--- src/rtl/alu_share_pkg.sv ---
// rtl/alu_share_pkg.sv - shared types, constants and round-robin pick helper for the ALU share arbiter
package alu_share_pkg;

    localparam int XLEN_DEF  = 32;
    localparam int SEL_W_DEF = 4;

    localparam logic [SEL_W_DEF-1:0] ALU_SEL_ADD = 4'b0000;

    typedef struct packed {
        logic [SEL_W_DEF-1:0] sel;
        logic [XLEN_DEF-1:0]  a;
        logic [XLEN_DEF-1:0]  b;
    } alu_req_t;

    typedef struct packed {
        logic       found;
        logic [2:0] idx;
    } rr_pick_t;

    // First set bit of valid[0..n-1] scanning upward from ptr with wrap; n <= 8.
    function automatic rr_pick_t rr_pick(input logic [7:0] valid,
                                         input logic [2:0] ptr,
                                         input int unsigned n);
        rr_pick_t    r;
        logic [3:0]  j;
        r = '0;
        for (int unsigned k = 0; k < 8; k++) begin
            j = {1'b0, ptr} + k[3:0];
            if (j >= 4'(n)) begin
                j = j - 4'(n);
            end
            if (k < n && !r.found && valid[j[2:0]]) begin
                r.found = 1'b1;
                r.idx   = j[2:0];
            end
        end
        return r;
    endfunction

endpackage

--- src/rtl/alu_share_arbiter_rr.sv ---
// rtl/alu_share_arbiter_rr.sv - round-robin one-hot grant with pointer advancing on grant
module rr_arbiter
    import alu_share_pkg::*;
#(
    parameter  int N   = 4,
    localparam int IDW = $clog2(N)
) (
    input  logic           clk,
    input  logic           rst,
    input  logic [N-1:0]   i_valid,
    input  logic           i_en,
    output logic [N-1:0]   o_grant,
    output logic [IDW-1:0] o_idx,
    output logic           o_take
);

    generate
        if (N < 2 || N > 8) begin : g_bad_n
            $error("rr_arbiter: N must be in 2..8");
        end
    endgenerate

    logic [IDW-1:0] r_ptr;
    rr_pick_t       w_pick;
    logic [IDW-1:0] w_next;

    always_comb begin
        w_pick  = rr_pick(8'(i_valid), 3'(r_ptr), N);
        o_idx   = IDW'(w_pick.idx);
        o_take  = i_en & w_pick.found;
        o_grant = '0;
        if (o_take) begin
            o_grant[o_idx] = 1'b1;
        end
        w_next = (int'(o_idx) == N - 1) ? '0 : o_idx + 1'b1;
    end

    always_ff @(posedge clk) begin
        if (rst) begin
            r_ptr <= '0;
        end else if (o_take) begin
            r_ptr <= w_next;
        end
    end

endmodule

--- src/rtl/alu_share_arbiter.sv ---
// rtl/alu_share_arbiter.sv - time-shares one combinational ALU between requesters via issue and response stages
module alu_share_arbiter
    import alu_share_pkg::*;
#(
    parameter  int NUM_REQ = 4,
    parameter  int XLEN    = XLEN_DEF,
    parameter  int SEL_W   = SEL_W_DEF,
    localparam int ID_W    = $clog2(NUM_REQ)
) (
    input  logic                     clk,
    input  logic                     rst,
    input  logic [NUM_REQ-1:0]       req_valid,
    output logic [NUM_REQ-1:0]       req_ready,
    input  logic [NUM_REQ*SEL_W-1:0] req_sel,
    input  logic [NUM_REQ*XLEN-1:0]  req_a,
    input  logic [NUM_REQ*XLEN-1:0]  req_b,
    output logic [SEL_W-1:0]         alu_sel,
    output logic [XLEN-1:0]          alu_reg1,
    output logic [XLEN-1:0]          alu_reg2,
    input  logic [XLEN-1:0]          alu_out,
    output logic                     rsp_valid,
    input  logic                     rsp_ready,
    output logic [ID_W-1:0]          rsp_id,
    output logic [XLEN-1:0]          rsp_data,
    output logic                     busy
);

    logic             r_s1_v;
    logic [ID_W-1:0]  r_s1_id;
    logic [SEL_W-1:0] r_alu_sel;
    logic [XLEN-1:0]  r_alu_reg1;
    logic [XLEN-1:0]  r_alu_reg2;
    logic             r_rsp_valid;
    logic [ID_W-1:0]  r_rsp_id;
    logic [XLEN-1:0]  r_rsp_data;

    logic             w_s2_en;
    logic             w_s1_en;
    logic             w_take;
    logic [ID_W-1:0]  w_idx;

    assign w_s2_en = !r_rsp_valid | rsp_ready;
    assign w_s1_en = !r_s1_v | w_s2_en;

    // Reset gates the grant so nothing is accepted on the reset edge.
    rr_arbiter #(.N(NUM_REQ)) u_rr (
        .clk     (clk),
        .rst     (rst),
        .i_valid (req_valid),
        .i_en    (w_s1_en & !rst),
        .o_grant (req_ready),
        .o_idx   (w_idx),
        .o_take  (w_take)
    );

    always_ff @(posedge clk) begin
        if (rst) begin
            r_s1_v     <= 1'b0;
            r_s1_id    <= '0;
            r_alu_sel  <= '0;
            r_alu_reg1 <= '0;
            r_alu_reg2 <= '0;
        end else if (w_s1_en) begin
            r_s1_v <= w_take;
            if (w_take) begin
                r_s1_id    <= w_idx;
                r_alu_sel  <= req_sel[w_idx*SEL_W +: SEL_W];
                r_alu_reg1 <= req_a[w_idx*XLEN +: XLEN];
                r_alu_reg2 <= req_b[w_idx*XLEN +: XLEN];
            end
        end
    end

    always_ff @(posedge clk) begin
        if (rst) begin
            r_rsp_valid <= 1'b0;
            r_rsp_id    <= '0;
            r_rsp_data  <= '0;
        end else if (w_s2_en) begin
            r_rsp_valid <= r_s1_v;
            if (r_s1_v) begin
                r_rsp_id   <= r_s1_id;
                r_rsp_data <= alu_out;
            end
        end
    end

    assign alu_sel   = r_alu_sel;
    assign alu_reg1  = r_alu_reg1;
    assign alu_reg2  = r_alu_reg2;
    assign rsp_valid = r_rsp_valid;
    assign rsp_id    = r_rsp_id;
    assign rsp_data  = r_rsp_data;
    assign busy      = r_s1_v | r_rsp_valid;

endmodule

--- config.mk ---
export PLATFORM = sky130hd
export DESIGN_NAME = alu_share_arbiter
export DESIGN_NICKNAME = d
export VERILOG_FILES = /design/src/rtl/alu_share_pkg.sv /design/src/rtl/alu_share_arbiter_rr.sv /design/src/rtl/alu_share_arbiter.sv
export SDC_FILE = /design/constraint.sdc
export NUM_CORES = 1
export LEC_CHECK = 0
export ABC_AREA = 1
export BUFFER_PORTS_ARGS = -buffer_cell sky130_fd_sc_hd__buf_2
export CORE_MARGIN = 1.5
export CORE_UTILIZATION = 24
export DETAILED_ROUTE_END_ITERATION = 10
export REMOVE_ABC_BUFFERS = 1
export SETUP_SLACK_MARGIN = 0.15
export SLEW_MARGIN = 20
export SYNTH_ARGS = -nofsm -noshare
export SYNTH_HDL_FRONTEND = slang
export SYNTH_SLANG_ARGS = --single-unit
--- constraint.sdc ---
create_clock -name clk -period 3.9 [get_ports clk]
set_clock_uncertainty 0.2 [all_clocks]
set_input_delay 0.585 -clock clk [delete_from_list [all_inputs] [get_ports clk]]
set_output_delay 0.585 -clock clk [all_outputs]
set_load 0.02 [all_outputs]
==> parameters.txt, run 1 <==
Parameter                              Value

Run status
  Outcome    complete, no violations

Drt
  First-pass detailed-route iteration total    4
  Detailed-route vias per instance    between 4 and 5
  Routed len/inst    around 13 um
  Initial drt markers    370
  Number of vias in the routed layout    slightly below 9000
  Number of design rule violations left after detail routing    0
  Routed wire length    between 20 and 30 mm
  Routed Antenna Nets    0

Logic synthesis
  Area share of the largest cell type after synthesis    around 31%
  Most area-hungry cell type in the Yosys netlist    dfxtp_1
  Synth cell types    27
  Synth area leaders    dfxtp_1, nand2_1, nand3_1
  Post-synthesis average cell area    between 5 and 6 um^2
  Number of flip-flops and latches in the synthesized netlist    108
  Cells after synthesis    around 1200
  Summed instance area of the synthesized netlist    6952 um^2
  Register area share after synthesis    between 30 and 40%
  Number of warnings issued by yosys    0

Worst hold path
  Hold wc startpoint    alu_reg2[5]$_SDFFE_PP0P_
  Cells on Worst Hold Path    2
  Type of the tightest min-delay check    reg2reg
  End of the worst hold path    alu_reg2[5]$_SDFFE_PP0P_

STA
  Hold Vio Cnt, Final    0
  Portion of the clock cycle consumed by the worst path in the final layout    between 80% and 90%
  Finish-stage setup viols    0
  Count of final max-slew check failures    0
  Worst max-slew margin expressed relative to the limit    between 50 and 60%
  Smallest hold slack    ~0.27 ns
  Transition at the pin with the smallest max-transition slack    about 0.69 ns
  Setup repair after global routing missed its margin    no
  Final Critical Period    approximately 3.4 ns
  Achievable clock frequency    0.2909 GHz

Placement
  Total half-perimeter wirelength after legalization and detailed placement    between 15 and 20 mm
  Count of input and output buffers    approximately 420
  Placed standard-cell area    9298 um^2
  Global placement routability congestion    0.8329

Setup path
  Capturing point of the worst reg2reg path    alu_reg1[0]$_SDFFE_PP0P_
  Setup slack of the worst register-to-register path    approximately 0.9 ns
  Worst path required time    ~3.1 ns
  Worst endpoint data arrival time    between 2 and 3 ns
  Critical R2R Launch    u_rr.r_ptr[0]$_SDFFE_PP0P_
  Number of cells on the worst reg-to-reg path    16
  Critical setup path kind    reg2out
  Category of the worst setup path launch point    flop
  Maximum net fanout on the critical path    19
  Worst setup EP type    primary output

CTS
  Largest buffer count on any clock path    2
  TritonCTS sink count    ~110
  Num CTS Buffers    9
  Cell chosen for the clock root    clkbuf_16
  Clk pin slew, worst setup/hold paths    0.08 ns
  # Post-CTS Setup Buffers    0
  Maximum level of the CTS H-tree    3
  Worst-skew pair later-pin latency    0.35 ns
  Post-cts hold buffer count    0
  TritonCTS clock tree    yes

Finish
  Final non-filler cell area    9614 um^2
  Area growth, synth to finish    38.30%
  Share of post-route cells with drive strength above 1    between 20 and 30%
  Area taken by flip-flops and latches    between 2000 and 2500 um^2
  Antenna fix cells    0
  Fin nets    approximately 1900
  Number of fill cells    between 3000 and 4000
  Combined area of the multi-input logic cells    roughly 4000 um^2

GRT
  Maximum number of pins on one net before global-route repair    about 100
  Number of antenna violations at the first check in global routing    1
  All-Layer GR Usage    around 17%
  Global-route wire length before repair    41.95 mm
  Final global-route overflow total    0
  Number of global-route vias before repair    around 8400

Floorplan
  I/O pins    roughly 420
  Height of the chip    between 150 and 200 um
  Initial cell density of the core    between 20% and 30%
  Row Count    between 60 and 70
  Die Area    between 20000 and 30000 um^2
  Core box area    about 29000 um^2
  Die Span X    173.2 um

Pwr
  Static Leakage    5.642 nW
  Net Sw Frac    53.38%
  Clock power frac    about 13%
  Worst supply voltage drop on vdd    0.5275 mV
  Share of total power in sequential cells    about 22%
  Switch Pwr    between 4 and 5 mW
  Total power divided by cell area    around 830 nW/um^2
  Portion of total power attributed to combinational logic    approximately 66%
  Internal power consumption    roughly 3.7 mW

Run
  Max-capacitance violation count    0
[synthesized netlist by cell type, drive strengths merged]
master	count
a21oi	38
and2	1
buf	56
clkbuf	32
clkinv	1
dfxtp	108
ha	3
inv	121
nand2	409
nand3	214
nand3b	35
nand4	2
nor2	142
nor3	2
o21a	1
o21ai	37
or2	1
[area by class of cell]
class,instances,area share [%]
Timing Repair Buffer,437,23.80
Sequential cell,108,22.50
Inverter,122,4.815
Clock inverter,7,0.8459
Clock buffer,9,2.343
Tap cell,384,4.997
Multi-Input combinational cell,885,40.69
[power by group through the flow]
stage / clock network, mW / logic (mW) / registers [mW]
floorplan: 0 / 2.95 / 2.23
global placement: 0 / 5.23 / 1.75
detailed placement: 0 / 5.27 / 1.77
CTS: 1.04 / 5.29 / 1.74
global route: 1.09 / 5.89 / 1.80
finish: 0.996 / 5.23 / 1.74
[flip-flops by register name, indices dropped and copies added, names as in the netlist]
name	cells
rsp_valid	1
r_s1_v	1
u_rr.r_ptr	2
alu_reg2	32
r_s1_id	2
rsp_id	2
alu_sel	4
rsp_data	32
alu_reg1	32
[logic make-up (layout without fill, tap and decap cells)]
group	Yosys count	count (layout)	synth area share, %
AO/OA/AOI/OAI	76	76	5.508
flip-flops	108	108	31.10
AND/OR/NAND/NOR	806	806	49.87
adder cells (fa/ha/maj)	3	3	0.5400
buffers and inverters	210	575	12.98
[worst max-delay path by stage]
| stage | startpoint | end | slack [ns] | cells after the start |
|---|---|---|---|---|
| final | u_rr.r_ptr[0]$_SDFFE_PP0P_ | req_ready[3] | 0.46 | 14 |
| after global routing | u_rr.r_ptr[0]$_SDFFE_PP0P_ | req_ready[2] | 0.23 | 12 |
| after CTS | u_rr.r_ptr[0]$_SDFFE_PP0P_ | req_ready[2] | 0.24 | 12 |
| after detailed placement | u_rr.r_ptr[0]$_SDFFE_PP0P_ | req_ready[0] | 0.53 | 12 |
| after global placement | u_rr.r_ptr[0]$_SDFFE_PP0P_ | req_ready[0] | 0.63 | 12 |
| after floorplan | rst | req_ready[2] | -1.91 | 7 |
[placed cells by master, fill, tap and decap left out, types with 2 or more instances in the layout]
| master | synthesis | final |
|---|---|---|
| dfxtp_1 | 108 | 107 |
| nand2_4 | 1 | 4 |
| o21ai_0 | 37 | 37 |
| nor2_1 | 139 | 139 |
| nand4_1 | 2 | 2 |
| inv_6 | 0 | 3 |
| buf_4 | 9 | 14 |
| clkbuf_16 | 0 | 9 |
| ha_1 | 3 | 3 |
| clkinv_2 | 0 | 3 |
| buf_2 | 38 | 418 |
| a21oi_1 | 38 | 38 |
| buf_12 | 0 | 4 |
| nand3_1 | 213 | 213 |
| inv_1 | 119 | 117 |
| nand2_1 | 406 | 404 |
| nor2_2 | 2 | 2 |
| nand3b_1 | 35 | 35 |
[worst max-delay path, cell delays in order, from the launching register on]
cell,delay [ns]
dfxtp_2,0.48
inv_4,0.07
ha_1,0.34
inv_1,0.10
nand3_1,0.09
nand2_1,0.07
nand2_1,0.07
nand2_1,0.10
nor2_2,0.14
nand2_4,0.08
nand2_4,0.22
ha_1,0.23
inv_1,0.04
nor2_1,0.08
buf_2,0.19
[routing by layer]
metal | track usage (%) | part of all wire (%)
met1 | 20.16 | 42
met2 | 30.59 | 48
met3 | 4.134 | 7.3
met4 | 6.268 | 2.7
met5 | 0 | 0.046
[metrics by stage]
step	setup TNS (ns)	total power, mW	util (%)	instances	setup WS (ns)
6_report	0	7.973	33.59	1952	0.4627
5_1_grt	0	8.783	33.59	1952	0.2287
4_1_cts	0	8.078	33.57	1952	0.2363
3_5_place_dp	0	7.039	32.48	1936	0.5262
3_3_place_gp	0	6.983	32.48	1936	0.6300
2_1_floorplan	-84.73	5.177	-	1115	-1.914
[repair_timing]
item,4_1_cts,5_1_grt
cloned,0,0
resized for setup,1,2
endpoints found under the hold margin,0,0
setup endpoints to repair,1,4
Note: power is estimated with default switching activity, not from simulation.
==> run 2: changes to the inputs <==
REMOVE_ABC_BUFFERS = not set   (was 1)
==> run 2 against run 1 <==
Net effect: design area down 0.51%; count of clock-buffer cells in the layout unchanged; routed wire length up 2.9%; combinational power down 2%; global-route usage up 0.31 points; largest cell class unchanged; cell count down 0.10%; via count down 0.24%; sequential power about the same; hold slack worse by 0.0022 ns; setup slack worse by 0.034 ns; non-clock buffer count down 2; die area unchanged.
==> parameters.txt, run 2 (synthesized netlist as in run 1, its figures left out) <==
Parameter                              Value

Finish
  Share of post-route cells with drive strength above 1    29.76% (was 29.91%)
  Area growth, synth to finish    37.60% (was 38.30%)
  Antenna fix cells    0 (unchanged)
  Final non-filler cell area    9565 um^2 (was 9614 um^2)
  Most used cells in the layout excluding fill and tap cells    buf_2, nand2_1, nand3_1, nor2_1, inv_1 (unchanged)
  Fin nets    1875 (was 1877)
  Most common library cell in the layout ignoring fill and taps    buf_2 (unchanged)

Drt
  Detailed-route vias per instance    4.517 (was 4.523)
  Initial drt markers    405 (was 370)
  Number of vias in the routed layout    8808 (was 8829)
  Number of design rule violations left after detail routing    0 (unchanged)
  Routed wire length    27.04 mm (was 26.28 mm)
  Routed len/inst    13.86 um (was 13.47 um)
  Routed Antenna Nets    0 (unchanged)
  First-pass detailed-route iteration total    5 (was 4)

Floorplan
  Core box area    28630 um^2 (unchanged)
  Die Area    29990 um^2 (unchanged)
  Height of the chip    173.2 um (unchanged)
  I/O pins    419 (unchanged)
  Row Count    62 (unchanged)
  Die Span X    173.2 um (unchanged)
  Initial cell density of the core    24.29% (unchanged)

Setup path
  Category of the worst setup path launch point    flop (unchanged)
  Worst path required time    3.12 ns (about the same)
  Worst endpoint data arrival time    2.69 ns (was 2.65 ns)
  Critical setup path kind    reg2out (unchanged)
  Worst setup EP type    primary output (unchanged)
  Worst path top cell family by delay    simple AND/OR/NAND/NOR gates (unchanged)
  Maximum net fanout on the critical path    19 (unchanged)
  Standard cell with the maximum stage delay on the critical path    dfxtp_2 (unchanged)
  Cell-by-cell listing of the critical path    inv_4 > ha_1 > inv_1 > nand3_1 > nand2_1 > nand2_1 > nand2_1 > nor2_2 > nand2_4 > nand2_4 > ha_1 > inv_1 > nor2_1 > buf_2 (unchanged)
  Buffers plus inverters on the worst setup path    4 (unchanged)
  Most Frequent Cell on Critical Path    nand2_1 (unchanged)
  Highest cell delay on the worst timing path    0.48 ns (about the same)

GRT
  All-Layer GR Usage    17.57% (was 17.26%)
  Number of global-route vias before repair    8336 (was 8405)
  GRT met3 Usage    3.716% (was 4.134%)
  Global-route wire length before repair    42.44 mm (was 41.95 mm)
  Layer with the highest usage after global routing    met2 (unchanged)
  Final global-route overflow total    0 (unchanged)
  Fraction of met1 tracks used by global routing    20.24% (was 20.16%)
  Met2 Track Usage GR    31.45% (was 30.59%)
  Number of antenna violations at the first check in global routing    0 (was 1)
  Maximum number of pins on one net before global-route repair    104 (unchanged)

CTS
  Cell chosen for the clock root    clkbuf_16 (unchanged)
  TritonCTS clock tree    yes (unchanged)
  TritonCTS sink count    108 (unchanged)
  Num CTS Buffers    9 (unchanged)
  Largest buffer count on any clock path    2 (unchanged)
  Worst-skew pair later-pin latency    0.35 ns (about the same)
  Clk pin slew, worst setup/hold paths    0.09 ns (was 0.08 ns)
  Maximum level of the CTS H-tree    3 (unchanged)

STA
  Setup repair after global routing missed its margin    no (unchanged)
  Transition at the pin with the smallest max-transition slack    0.9629 ns (was 0.6934 ns)
  Hold Vio Cnt, Final    0 (unchanged)
  Worst max-slew margin expressed relative to the limit    35.41% (was 53.77%)
  Final Critical Period    3.472 ns (was 3.437 ns)
  Portion of the clock cycle consumed by the worst path in the final layout    89.02% (was 88.13%)
  Finish-stage setup viols    0 (unchanged)
  Achievable clock frequency    0.2881 GHz (was 0.2909 GHz)
  Post-route setup TNS    0 ns (unchanged)
  Count of final max-slew check failures    0 (unchanged)

Placement
  Count of input and output buffers    418 (unchanged)
  Global placement routability congestion    0.8927 (was 0.8329)
  Placed standard-cell area    9245 um^2 (was 9298 um^2)
  Total half-perimeter wirelength after legalization and detailed placement    19.61 mm (was 19.27 mm)

Run
  Max-capacitance violation count    0 (unchanged)

Pwr
  Total Power    7.889 mW (was 7.973 mW)
  Static Leakage    5.617 nW (was 5.642 nW)
  Worst supply voltage drop on vdd    0.4828 mV (was 0.5275 mV)
  Total power divided by cell area    824.7 nW/um^2 (was 829.2 nW/um^2)

Logic synthesis
  Number of nets in the synthesized netlist    between 1500 and 2000

Run status
  Outcome    complete, no violations (unchanged)

Worst hold path
  Type of the tightest min-delay check    in2reg (was reg2reg)
==> run 2: path summary, 6_finish.rpt <==
check	start	endpoint	slack, ns	cells after the start
setup / recovery	u_rr.r_ptr[0]$_SDFFE_PP0P_	req_ready[3]	0.43	14
hold reg to reg	alu_reg2[15]$_SDFFE_PP0P_	alu_reg2[15]$_SDFFE_PP0P_	0.27	2
hold / removal	alu_out[30]	rsp_data[30]$_SDFFE_PP0P_	0.27	3
setup reg to reg	u_rr.r_ptr[0]$_SDFFE_PP0P_	alu_reg2[10]$_SDFFE_PP0P_	0.66	18
==> run 2: routing by layer <==
metal	part of all wire, %	up-vias
met3	7.2	45
met1	41	3921
li1	-	4471
met5	0	-
met4	3.2	0
met2	48	371
==> run 2: worst min-delay path, cell delays in order <==
cell and delay (ns):
buf_2 0.07, o21ai_0 0.07, nor2_1 0.08
==> run 2: area by class of cell <==
class                   count  area [um^2]
flip-flops and latches    108         2163
repair buffers            435         2240
inverters                 122        462.9
fillers                  3201        19060
well taps                 384        480.5
clock inverters             7        86.33
clock buffers               9        225.2
multi-input cells         885         3908
==> run 2: what timing repair did <==
item                       CTS  global route
hold buffers                 0             0
resized for setup            0             1
setup endpoints to repair    0            15
buffers inserted             0             0
==> run 2: where the power goes <==
part | switching (mW) | leakage (nW) | total (mW) | internal [mW]
clock network | 0.528 | 0.151 | 0.994 | 0.466
registers | 0.216 | 0.902 | 1.75 | 1.53
logic | 3.54 | 4.56 | 5.15 | 1.61
==> run 2: stage by stage <==
stage	hold slack, ns	setup WS (ns)	util [%]	std cells
floorplan	0.2361	0.9249	-	1203
global placement	0.2548	0.5685	32.30	1934
detailed placement	0.2585	0.4351	32.30	1934
CTS	0.2476	0.2392	33.39	1950
global route	0.2678	0.1697	33.42	1950
finish	0.2651	0.4284	33.42	1950
==> run 3: changes to the inputs <==
clock period = 4 ns   (was 3.9 ns; I/O delays follow)
==> run 3 against run 2 <==
Net effect: highest routed layer unchanged; critical endpoint is now req_ready[0]; largest power group unchanged; total power decreased by 2.8%; combinational power decreased by 3%; first-iteration DRC count decreased by 30%.
==> parameters.txt, run 3 (synthesized netlist as in run 1, its figures left out) <==
Parameter                              Value

Setup path
  Standard cell with the maximum stage delay on the critical path    dfxtp_2 (unchanged)
  Maximum net fanout on the critical path    43 (was 19)
  Cell-by-cell listing of the critical path    inv_4 > ha_1 > inv_1 > nand3_1 > nand3_1 > nand3_2 > nand2_2 > buf_4 > nor3_1 > buf_2 (was inv_4 > ha_1 > inv_1 > nand3_1 > nand2_1 > nand2_1 > nand2_1 > nor2_2 > nand2_4 > nand2_4 > ha_1 > inv_1 > nor2_1 > buf_2)
  Highest cell delay on the worst timing path    0.47 ns (was 0.48 ns)
  Category of the worst setup path launch point    flop (unchanged)
  Most Frequent Cell on Critical Path    nand3_1 (was nand2_1)
  Critical setup path kind    reg2out (unchanged)
  Worst setup EP type    primary output (unchanged)
  Worst endpoint data arrival time    2.67 ns (was 2.69 ns)
  Worst path required time    3.20 ns (was 3.12 ns)

CTS
  Largest buffer count on any clock path    2 (unchanged)
  Maximum level of the CTS H-tree    3 (unchanged)
  # Post-CTS Setup Buffers    0 (unchanged)
  Cell chosen for the clock root    clkbuf_16 (unchanged)
  Num CTS Buffers    9 (unchanged)
  Worst-skew pair later-pin latency    0.36 ns (was 0.35 ns)
  TritonCTS clock tree    yes (unchanged)
  Clk pin slew, worst setup/hold paths    0.09 ns (about the same)
  TritonCTS sink count    108 (unchanged)

Finish
  Fin nets    1873 (was 1875)
  Antenna fix cells    0 (unchanged)
  Share of post-route cells with drive strength above 1    29.67% (was 29.76%)
  Post-layout utilization of the core    33.47% (was 33.42%)
  Most used cells in the layout excluding fill and tap cells    buf_2, nand2_1, nand3_1, nor2_1, inv_1 (unchanged)
  Final non-filler cell total    1948 (was 1950)
  Number of fill cells    3279 (was 3201)
  Final non-filler cell area    9580 um^2 (was 9565 um^2)
  Area growth, synth to finish    37.82% (was 37.60%)
  Most common library cell in the layout ignoring fill and taps    buf_2 (unchanged)

Drt
  Routed Antenna Nets    0 (unchanged)
  Number of vias in the routed layout    8715 (was 8808)
  Routed len/inst    13.76 um (was 13.86 um)
  Number of design rule violations left after detail routing    0 (unchanged)
  Detailed-route vias per instance    4.474 (was 4.517)
  Initial drt markers    284 (was 405)
  Routed wire length    26.81 mm (was 27.04 mm)
  First-pass detailed-route iteration total    4 (was 5)

Floorplan
  Core box area    28630 um^2 (unchanged)
  Die Span X    173.2 um (unchanged)
  Die Area    29990 um^2 (unchanged)
  Initial cell density of the core    24.29% (unchanged)
  Row Count    62 (unchanged)
  Height of the chip    173.2 um (unchanged)
  I/O pins    419 (unchanged)

Run status
  Outcome    complete, no violations (unchanged)

Placement
  Placed cell count    1932 (was 1934)
  Count of input and output buffers    418 (unchanged)
  Total half-perimeter wirelength after legalization and detailed placement    19.45 mm (was 19.61 mm)
  Global placement routability congestion    0.8727 (was 0.8927)
  Placed standard-cell area    9255 um^2 (was 9245 um^2)

STA
  Worst max-slew margin expressed relative to the limit    33.15% (was 35.41%)
  Hold Vio Cnt, Final    0 (unchanged)
  Final Critical Period    3.475 ns
  Finish-stage setup viols    0 (unchanged)
  Smallest hold slack    0.2702 ns (was 0.2651 ns)
  Achievable clock frequency    ~0.29 GHz
  Portion of the clock cycle consumed by the worst path in the final layout    between 80% and 90%
  Transition at the pin with the smallest max-transition slack    0.9967 ns (was 0.9629 ns)
  Count of final max-slew check failures    0 (unchanged)
  Post-route setup TNS    0 ns (unchanged)
  Setup repair after global routing missed its margin    no (unchanged)

GRT
  Number of antenna violations at the first check in global routing    0 (unchanged)
  All-Layer GR Usage    17.40% (was 17.57%)
  Number of global-route vias before repair    8193 (was 8336)
  Final global-route overflow total    0 (unchanged)
  Maximum number of pins on one net before global-route repair    104 (unchanged)
  Global-route wire length before repair    41.95 mm (was 42.44 mm)

Pwr
  Total power divided by cell area    800.4 nW/um^2 (was 824.7 nW/um^2)
  Static Leakage    5.615 nW (was 5.617 nW)
  Worst supply voltage drop on vdd    0.4319 mV (was 0.4828 mV)

Run
  Max-capacitance violation count    0 (unchanged)

Logic synthesis
  Number of nets in the synthesized netlist    1517 (unchanged)

Worst hold path
  Type of the tightest min-delay check    reg2reg (was in2reg)
## run 3: cell types whose count changed in the layout (fill, tap and decap cells not counted)
cell / previous run / this run
buf_12: 1 / 3
nand2_4: 4 / 3
buf_4: 14 / 11
nand2_8: 0 / 1
buf_6: 2 / 1
## run 3: worst paths after layout
path | cells past startpoint | slack (ns) | endpoint | startpoint
max | 10 | 0.53 | req_ready[0] | u_rr.r_ptr[0]$_SDFFE_PP0P_
min | 2 | 0.27 | alu_reg2[23]$_SDFFE_PP0P_ | alu_reg2[23]$_SDFFE_PP0P_
max reg2reg | 14 | 0.91 | alu_reg2[19]$_SDFFE_PP0P_ | u_rr.r_ptr[0]$_SDFFE_PP0P_
min reg2reg | 2 | 0.27 | alu_reg2[23]$_SDFFE_PP0P_ | alu_reg2[23]$_SDFFE_PP0P_
## run 3: report_power, final
part           internal [mW]  total, mW  switching, mW
logic                   1.59       5.00           3.41
registers               1.49       1.70          0.210
clock network          0.454      0.963          0.508
## run 3: area by class of cell
cell class / count / area, um^2 / share of cell area (%)
clock buffers: 9 / 225.2 / 2.351
repair buffers: 433 / 2246 / 23.44
multi-input cells: 885 / 3916 / 40.88
clock inverters: 7 / 86.33 / 0.9011
well taps: 384 / 480.5 / 5.015
inverters: 122 / 462.9 / 4.832
flip-flops and latches: 108 / 2163 / 22.58
## run 3: metal layers
layer / routed length (um) / global-route usage [%] / vias up / share of wire (%)
li1: - / - / 4464 / -
met1: 11200 / 19.66 / 3897 / 42
met2: 13470 / 32.71 / 330 / 50
met3: 1703 / 3.606 / 24 / 6.4
met4: 431 / 5.000 / 0 / 1.6
met5: 0 / 0 / - / 0
## run 3: timing repair
action,4_1_cts,5_1_grt
gates resized for setup,0,2
hold buffers,0,0
endpoints found under the setup margin,0,1
## run 3: metrics by stage
stage               power [mW]  setup WS [ns]
floorplan                5.384          1.010
global placement         6.755         0.6348
detailed placement       6.786         0.6228
CTS                      7.801         0.2038
global route             8.470         0.2891
finish                   7.669         0.5253
## run 3: critical path: cells and delay by family (launching register included)
kind / cells / cell delay [ns]
buffers and inverters: 4 / 0.87
adders and majority gates: 1 / 0.34
DFF: 1 / 0.47
and+or+nand+nor: 5 / 0.62
